## config.mk

```make
export PLATFORM = sky130hd
export DESIGN_NAME = reorder_buffer_flat
export DESIGN_NICKNAME = d
export VERILOG_FILES = /design/src/rtl/reorder_buffer_if.sv /design/src/rtl/reorder_buffer.sv /design/src/flat_wrapper.sv
export SDC_FILE = /design/constraint.sdc
export NUM_CORES = 1
export LEC_CHECK = 0
export CAP_MARGIN = 0
export CORE_AREA = 2 2 195 197
export CTS_CLUSTER_SIZE = 8
export DETAILED_ROUTE_END_ITERATION = 8
export DIE_AREA = 0 0 197 199
export HOLD_SLACK_MARGIN = 0.05
export PLACE_DENSITY_LB_ADDON = 0.08
export SLEW_MARGIN = 40
export SYNTH_ARGS = -nofsm -noshare
export SYNTH_HDL_FRONTEND = slang
export SYNTH_SLANG_ARGS = --single-unit
```

## constraint.sdc

```tcl
create_clock -name clk -period 34.7 [get_ports clk]
set_input_delay 5.205 -clock clk [delete_from_list [all_inputs] [get_ports clk]]
set_output_delay 5.205 -clock clk [all_outputs]
set_load 0.02 [all_outputs]
```

## src/rtl/reorder_buffer_if.sv

```systemverilog
// Dispatch, CDB and commit signals of the reorder buffer.
// The slave side is the buffer; the master side drives dispatch and the CDB.
interface reorder_buffer_if #(
    parameter int D_WIDTH = 31,
    parameter int A_WIDTH = 4,
    parameter int R_WIDTH = 2
);
    logic               allocate;
    logic [A_WIDTH:0]   alloc_dest;
    logic               alloc_writes;
    logic               alloc_ready;
    logic [R_WIDTH:0]   alloc_tag;
    logic               cdb_valid;
    logic [R_WIDTH:0]   cdb_tag;
    logic [D_WIDTH:0]   cdb_data;
    logic               flush;
    logic               regWrite;
    logic [A_WIDTH:0]   wraddress;
    logic [D_WIDTH:0]   wdata;
    logic               commit_valid;
    logic [R_WIDTH:0]   commit_tag;
    logic [R_WIDTH+1:0] count;

    modport master (
        output allocate, alloc_dest, alloc_writes,
        output cdb_valid, cdb_tag, cdb_data, flush,
        input  alloc_ready, alloc_tag,
        input  regWrite, wraddress, wdata,
        input  commit_valid, commit_tag, count
    );

    modport slave (
        input  allocate, alloc_dest, alloc_writes,
        input  cdb_valid, cdb_tag, cdb_data, flush,
        output alloc_ready, alloc_tag,
        output regWrite, wraddress, wdata,
        output commit_valid, commit_tag, count
    );
endinterface

```

## src/rtl/reorder_buffer.sv

```systemverilog
// Eight-entry reorder buffer: in-order allocate, out-of-order CDB capture,
// in-order single-issue commit into the register file write port.
module reorder_buffer #(
    parameter int D_WIDTH = 31,
    parameter int A_WIDTH = 4,
    parameter int R_WIDTH = 2
) (
    input logic             clk,
    input logic             reset,
    reorder_buffer_if.slave rob
);
    localparam int DEPTH = 2 ** (R_WIDTH + 1);

    typedef struct packed {
        logic             busy;
        logic             ready;
        logic             writes;
        logic [A_WIDTH:0] dest;
        logic [D_WIDTH:0] data;
    } entry_t;

    entry_t             ent [DEPTH];
    logic [R_WIDTH:0]   head;
    logic [R_WIDTH:0]   tail;
    logic [R_WIDTH+1:0] cnt;
    logic               do_alloc;
    logic               do_commit;
    logic               do_cdb;

    // Occupancy below 8 is exactly "top count bit clear".
    assign rob.alloc_ready = ~cnt[R_WIDTH+1];
    assign rob.alloc_tag   = tail;
    assign rob.count       = cnt;

    assign do_alloc  = rob.allocate & rob.alloc_ready;
    assign do_commit = ent[head].busy & ent[head].ready;
    assign do_cdb    = rob.cdb_valid & ent[rob.cdb_tag].busy;

    always_ff @(posedge clk or posedge reset) begin
        if (reset) begin
            head             <= '0;
            tail             <= '0;
            cnt              <= '0;
            rob.regWrite     <= 1'b0;
            rob.commit_valid <= 1'b0;
            rob.commit_tag   <= '0;
            rob.wraddress    <= '0;
            rob.wdata        <= '0;
            for (int i = 0; i < DEPTH; i++) ent[i] <= '0;
        end else if (rob.flush) begin
            head             <= '0;
            tail             <= '0;
            cnt              <= '0;
            rob.regWrite     <= 1'b0;
            rob.commit_valid <= 1'b0;
            for (int i = 0; i < DEPTH; i++) begin
                ent[i].busy  <= 1'b0;
                ent[i].ready <= 1'b0;
            end
        end else begin
            if (do_alloc) begin
                ent[tail].busy   <= 1'b1;
                ent[tail].ready  <= 1'b0;
                ent[tail].writes <= rob.alloc_writes;
                ent[tail].dest   <= rob.alloc_dest;
                tail             <= tail + 1'b1;
            end
            if (do_cdb) begin
                ent[rob.cdb_tag].data  <= rob.cdb_data;
                ent[rob.cdb_tag].ready <= 1'b1;
            end
            rob.commit_valid <= do_commit;
            rob.regWrite     <= do_commit & ent[head].writes
                                & (ent[head].dest != '0);
            if (do_commit) begin
                ent[head].busy <= 1'b0;
                head           <= head + 1'b1;
                rob.commit_tag <= head;
                rob.wraddress  <= ent[head].dest;
                rob.wdata      <= ent[head].data;
            end
            unique case ({do_alloc, do_commit})
                2'b10:   cnt <= cnt + 1'b1;
                2'b01:   cnt <= cnt - 1'b1;
                default: cnt <= cnt;
            endcase
        end
    end
endmodule

```

## src/flat_wrapper.sv

```systemverilog
// flat-port wrapper written by rule: the top's interface ports become plain ports
module reorder_buffer_flat 
#(
    parameter int D_WIDTH = 31,
    parameter int A_WIDTH = 4,
    parameter int R_WIDTH = 2
)
  (clk, reset, rob_allocate, rob_alloc_dest, rob_alloc_writes, rob_cdb_valid, rob_cdb_tag, rob_cdb_data, rob_flush, rob_alloc_ready, rob_alloc_tag, rob_regWrite, rob_wraddress, rob_wdata, rob_commit_valid, rob_commit_tag, rob_count);
  reorder_buffer_if #(.D_WIDTH(D_WIDTH), .A_WIDTH(A_WIDTH), .R_WIDTH(R_WIDTH)) rob_i ();
  input logic clk;
  input logic reset;
  input wire logic [$bits(rob_i.allocate)-1:0] rob_allocate;
  input wire logic [$bits(rob_i.alloc_dest)-1:0] rob_alloc_dest;
  input wire logic [$bits(rob_i.alloc_writes)-1:0] rob_alloc_writes;
  input wire logic [$bits(rob_i.cdb_valid)-1:0] rob_cdb_valid;
  input wire logic [$bits(rob_i.cdb_tag)-1:0] rob_cdb_tag;
  input wire logic [$bits(rob_i.cdb_data)-1:0] rob_cdb_data;
  input wire logic [$bits(rob_i.flush)-1:0] rob_flush;
  output wire logic [$bits(rob_i.alloc_ready)-1:0] rob_alloc_ready;
  output wire logic [$bits(rob_i.alloc_tag)-1:0] rob_alloc_tag;
  output wire logic [$bits(rob_i.regWrite)-1:0] rob_regWrite;
  output wire logic [$bits(rob_i.wraddress)-1:0] rob_wraddress;
  output wire logic [$bits(rob_i.wdata)-1:0] rob_wdata;
  output wire logic [$bits(rob_i.commit_valid)-1:0] rob_commit_valid;
  output wire logic [$bits(rob_i.commit_tag)-1:0] rob_commit_tag;
  output wire logic [$bits(rob_i.count)-1:0] rob_count;
  assign rob_i.allocate = rob_allocate;
  assign rob_i.alloc_dest = rob_alloc_dest;
  assign rob_i.alloc_writes = rob_alloc_writes;
  assign rob_i.cdb_valid = rob_cdb_valid;
  assign rob_i.cdb_tag = rob_cdb_tag;
  assign rob_i.cdb_data = rob_cdb_data;
  assign rob_i.flush = rob_flush;
  assign rob_alloc_ready = rob_i.alloc_ready;
  assign rob_alloc_tag = rob_i.alloc_tag;
  assign rob_regWrite = rob_i.regWrite;
  assign rob_wraddress = rob_i.wraddress;
  assign rob_wdata = rob_i.wdata;
  assign rob_commit_valid = rob_i.commit_valid;
  assign rob_commit_tag = rob_i.commit_tag;
  assign rob_count = rob_i.count;
  reorder_buffer #(.D_WIDTH(D_WIDTH), .A_WIDTH(A_WIDTH), .R_WIDTH(R_WIDTH)) u_core (.clk(clk), .reset(reset), .rob(rob_i));
endmodule
```

==> flow_metrics.env <==
export IMPL_layout_common_cells="372 x dfrtp_1, 247 x mux2_2, 95 x clkdlybuf4s50_1, 55 x a22o_1, 54 x a221oi_1"
export IMPL_maxSlewHeadroom=0.5060
export IMPL_synth_cell_types=57
export IMPL_whs_ns=0.4761
export IMPL_seqPwrFrac=0.481
export IMPL_syn_num_nets=1211
export IMPL_final_util=0.5081
export IMPL_clk_pin_slew_ns=0.05
export IMPL_fp_row_count=71
export IMPL_drtPass1Iterations=5
export IMPL_area_growth_pct=17.06
export IMPL_worstSetupPathType="in2reg"
export IMPL_swShare=0.2215
export IMPL_drt_wl_total_um=41130
export IMPL_grt_max_degree=131
export IMPL_drc=0
export IMPL_final_hold_violation_count=0
export IMPL_clock_sinks=372
export IMPL_io_buffers=95
export IMPL_grt_antenna_before_repair=1
export IMPL_grt_pass1_wl_um=64070
export IMPL_cts_setup_buffers=0
export IMPL_rsz0062_at_grt="false"
export IMPL_highest_layer="met4"
export IMPL_hold_buffers=0
export IMPL_power_switching_mw=0.2198
export IMPL_grt_pass1_vias=10350
export IMPL_hp_class="reg2reg"
export IMPL_internal_power_mw=0.7724
export IMPL_p_comb_frac=0.069
export IMPL_drive_gt1_frac=0.3064
export IMPL_drtAntennaViolNets=0
export IMPL_mostFrequentLayoutCell="dfrtp_1"
export IMPL_core_area_um2=37130
export IMPL_die_h_um=199
export IMPL_min_to="u_core.rob.wdata[7]"
export IMPL_gp_congestion=0.8328
export IMPL_synth_area_um2=16120
export IMPL_htreeDepth=2
export IMPL_cts_buffer_depth=3
export IMPL_critPathLaunchType="input port"
export IMPL_yosysSeqAreaShare=0.5776
export IMPL_cts_resized=0
export IMPL_nNetsFinal=1298
export IMPL_r2r_cells=7
export IMPL_status="finished, final reports clean"
export IMPL_start_util=0.4340
export IMPL_pre_cts_slack_ns=26.15
export IMPL_r2r_start="u_core.head[0]"
export IMPL_hpwlAfterDp_um=22220
export IMPL_cts_root_buf="clkbuf_16"
export IMPL_r2r_end="u_core.rob.regWrite"
export IMPL_io_pins=96
export IMPL_met3_length_um=1687
export IMPL_maxCapViolCount=0
export IMPL_slew_viol_final=0
export IMPL_syn_area_per_cell_um2=13.88
export IMPL_vias=10130
export IMPL_worst_pin_slew_ns=0.7394
export IMPL_total_power_mw=0.9922
export IMPL_min_from="u_core.rob.wdata[7]"
export IMPL_vias_per_cell=5.871
export IMPL_timing_final_crit_share=0.2198
export IMPL_wirelength_met1_um=20060
export IMPL_required_ns=35.13
export IMPL_worstSetupEndpointType="register"
export IMPL_cp_arrival_ns=8.06
export IMPL_clkLatencyLatePin_ns=0.56
export IMPL_path_max_fanout=45
export IMPL_synthCells=1161
export IMPL_die_width_um=197
export IMPL_yosys_warnings=0
export IMPL_ys_seq_elements=372
export IMPL_power_density_nw_per_um2=52.59
export IMPL_tns_ns=0
export IMPL_drt_first_iter_violations=571
export IMPL_cts_tree="built"
export IMPL_cts_buffers=52
export IMPL_met2_wirelength_um=18760
export IMPL_clkPwrFrac=0.450
export IMPL_die_area_um2=39200
export IMPL_hold_depth=1
export IMPL_synth_flop_cell="dfrtp_1"
export IMPL_track_usage=0.2140
export IMPL_max_freq_ghz=0.1311
export IMPL_vdd_ir_drop_worst_v=0.00003278
export IMPL_post_drt_wl_per_cell_um=23.84
export IMPL_setup_violations=0
export IMPL_grt_overflow=0
export IMPL_synth_edf_count=0
export IMPL_fin_crit_ns=7.628
export IMPL_finalClockSkew_ns=0.01668
export IMPL_worst_slack_ns=27.07
export IMPL_r2r_slack_ns=31.41
export IMPL_leakage_nw=9.011
export IMPL_async_reset_ff_frac=1.000
## metrics by stage
| step | cell area, um2 | std cells |
|---|---|---|
| 2_1_floorplan | 16120 | 1161 |
| 3_3_place_gp | 17440 | 1666 |
| 3_5_place_dp | 17480 | 1667 |
| 4_1_cts | 18850 | 1723 |
| 5_1_grt | 18870 | 1725 |
| 6_report | 18870 | 1725 |
## cell type report
| cell class | count | area (um2) |
|---|---|---|
| Timing Repair Buffer | 117 | 1156 |
| Inverter | 4 | 30.03 |
| Sequential cell | 372 | 9309 |
| Antenna cell | 1 | 2.502 |
| Clock buffer | 53 | 1326 |
| Tap cell | 474 | 593.1 |
| Fill cell | 3225 | 18270 |
| Clock inverter | 3 | 47.55 |
| Multi-Input combinational cell | 701 | 6402 |
## power groups by stage
stage	Combinational [mW]	Sequential [mW]	Clock (mW)
floorplan	0.0455	0.481	0
global placement	0.0680	0.483	0
detailed placement	0.0701	0.484	0
CTS	0.0703	0.477	0.457
global route	0.0763	0.480	0.478
finish	0.0689	0.477	0.446
## layer usage
layer  global-route usage  up-vias
met3              0.03018       51
met5                    0        -
met1               0.3184     5360
li1                     -     4494
met2               0.3344      223
met4              0.04623        0
## worst max-delay path, stage by stage
cell             delay (ns)
clkdlybuf4s50_1        0.82
clkinv_1               0.62
nand2_4                0.64
inv_4                  0.37
mux2_2                 0.37
## synthesized netlist by cell type, types with 13 or more instances
library cell,n,area share
mux2_2,247,0.17
buf_2,25,0.0078
clkbuf_1,34,0.0079
a31oi_1,32,0.012
mux2_1,36,0.025
buf_4,13,0.0061
nand2_1,53,0.012
nor2b_1,13,0.0050
dfrtp_1,372,0.58
a22oi_1,39,0.018
nor2_1,34,0.0079
mux2_4,29,0.027
a22o_1,55,0.030
a21o_1,13,0.0061
a221oi_1,54,0.029
## worst max path at each step
stage / start / endpoint / depth (start not counted)
floorplan: reset / async pin / 1
global placement: rob_cdb_tag[1] / register / 6
detailed placement: rob_cdb_tag[1] / register / 6
CTS: rob_cdb_tag[1] / register / 6
global route: rob_flush / u_core.rob.wraddress[4] / 5
finish: rob_flush / u_core.rob.wraddress[4] / 5
## cell families after synthesis
kind of cell    count (synthesis)  synth area share
compound gates                230            0.1118
xor+xnor                        8          0.004814
fa+ha+maj                       4          0.003105
buf+inv                        88           0.02872
flops                         372            0.5776
mux                           319            0.2322
simple gates                  140           0.04177
(Power assumes the default switching activity.)
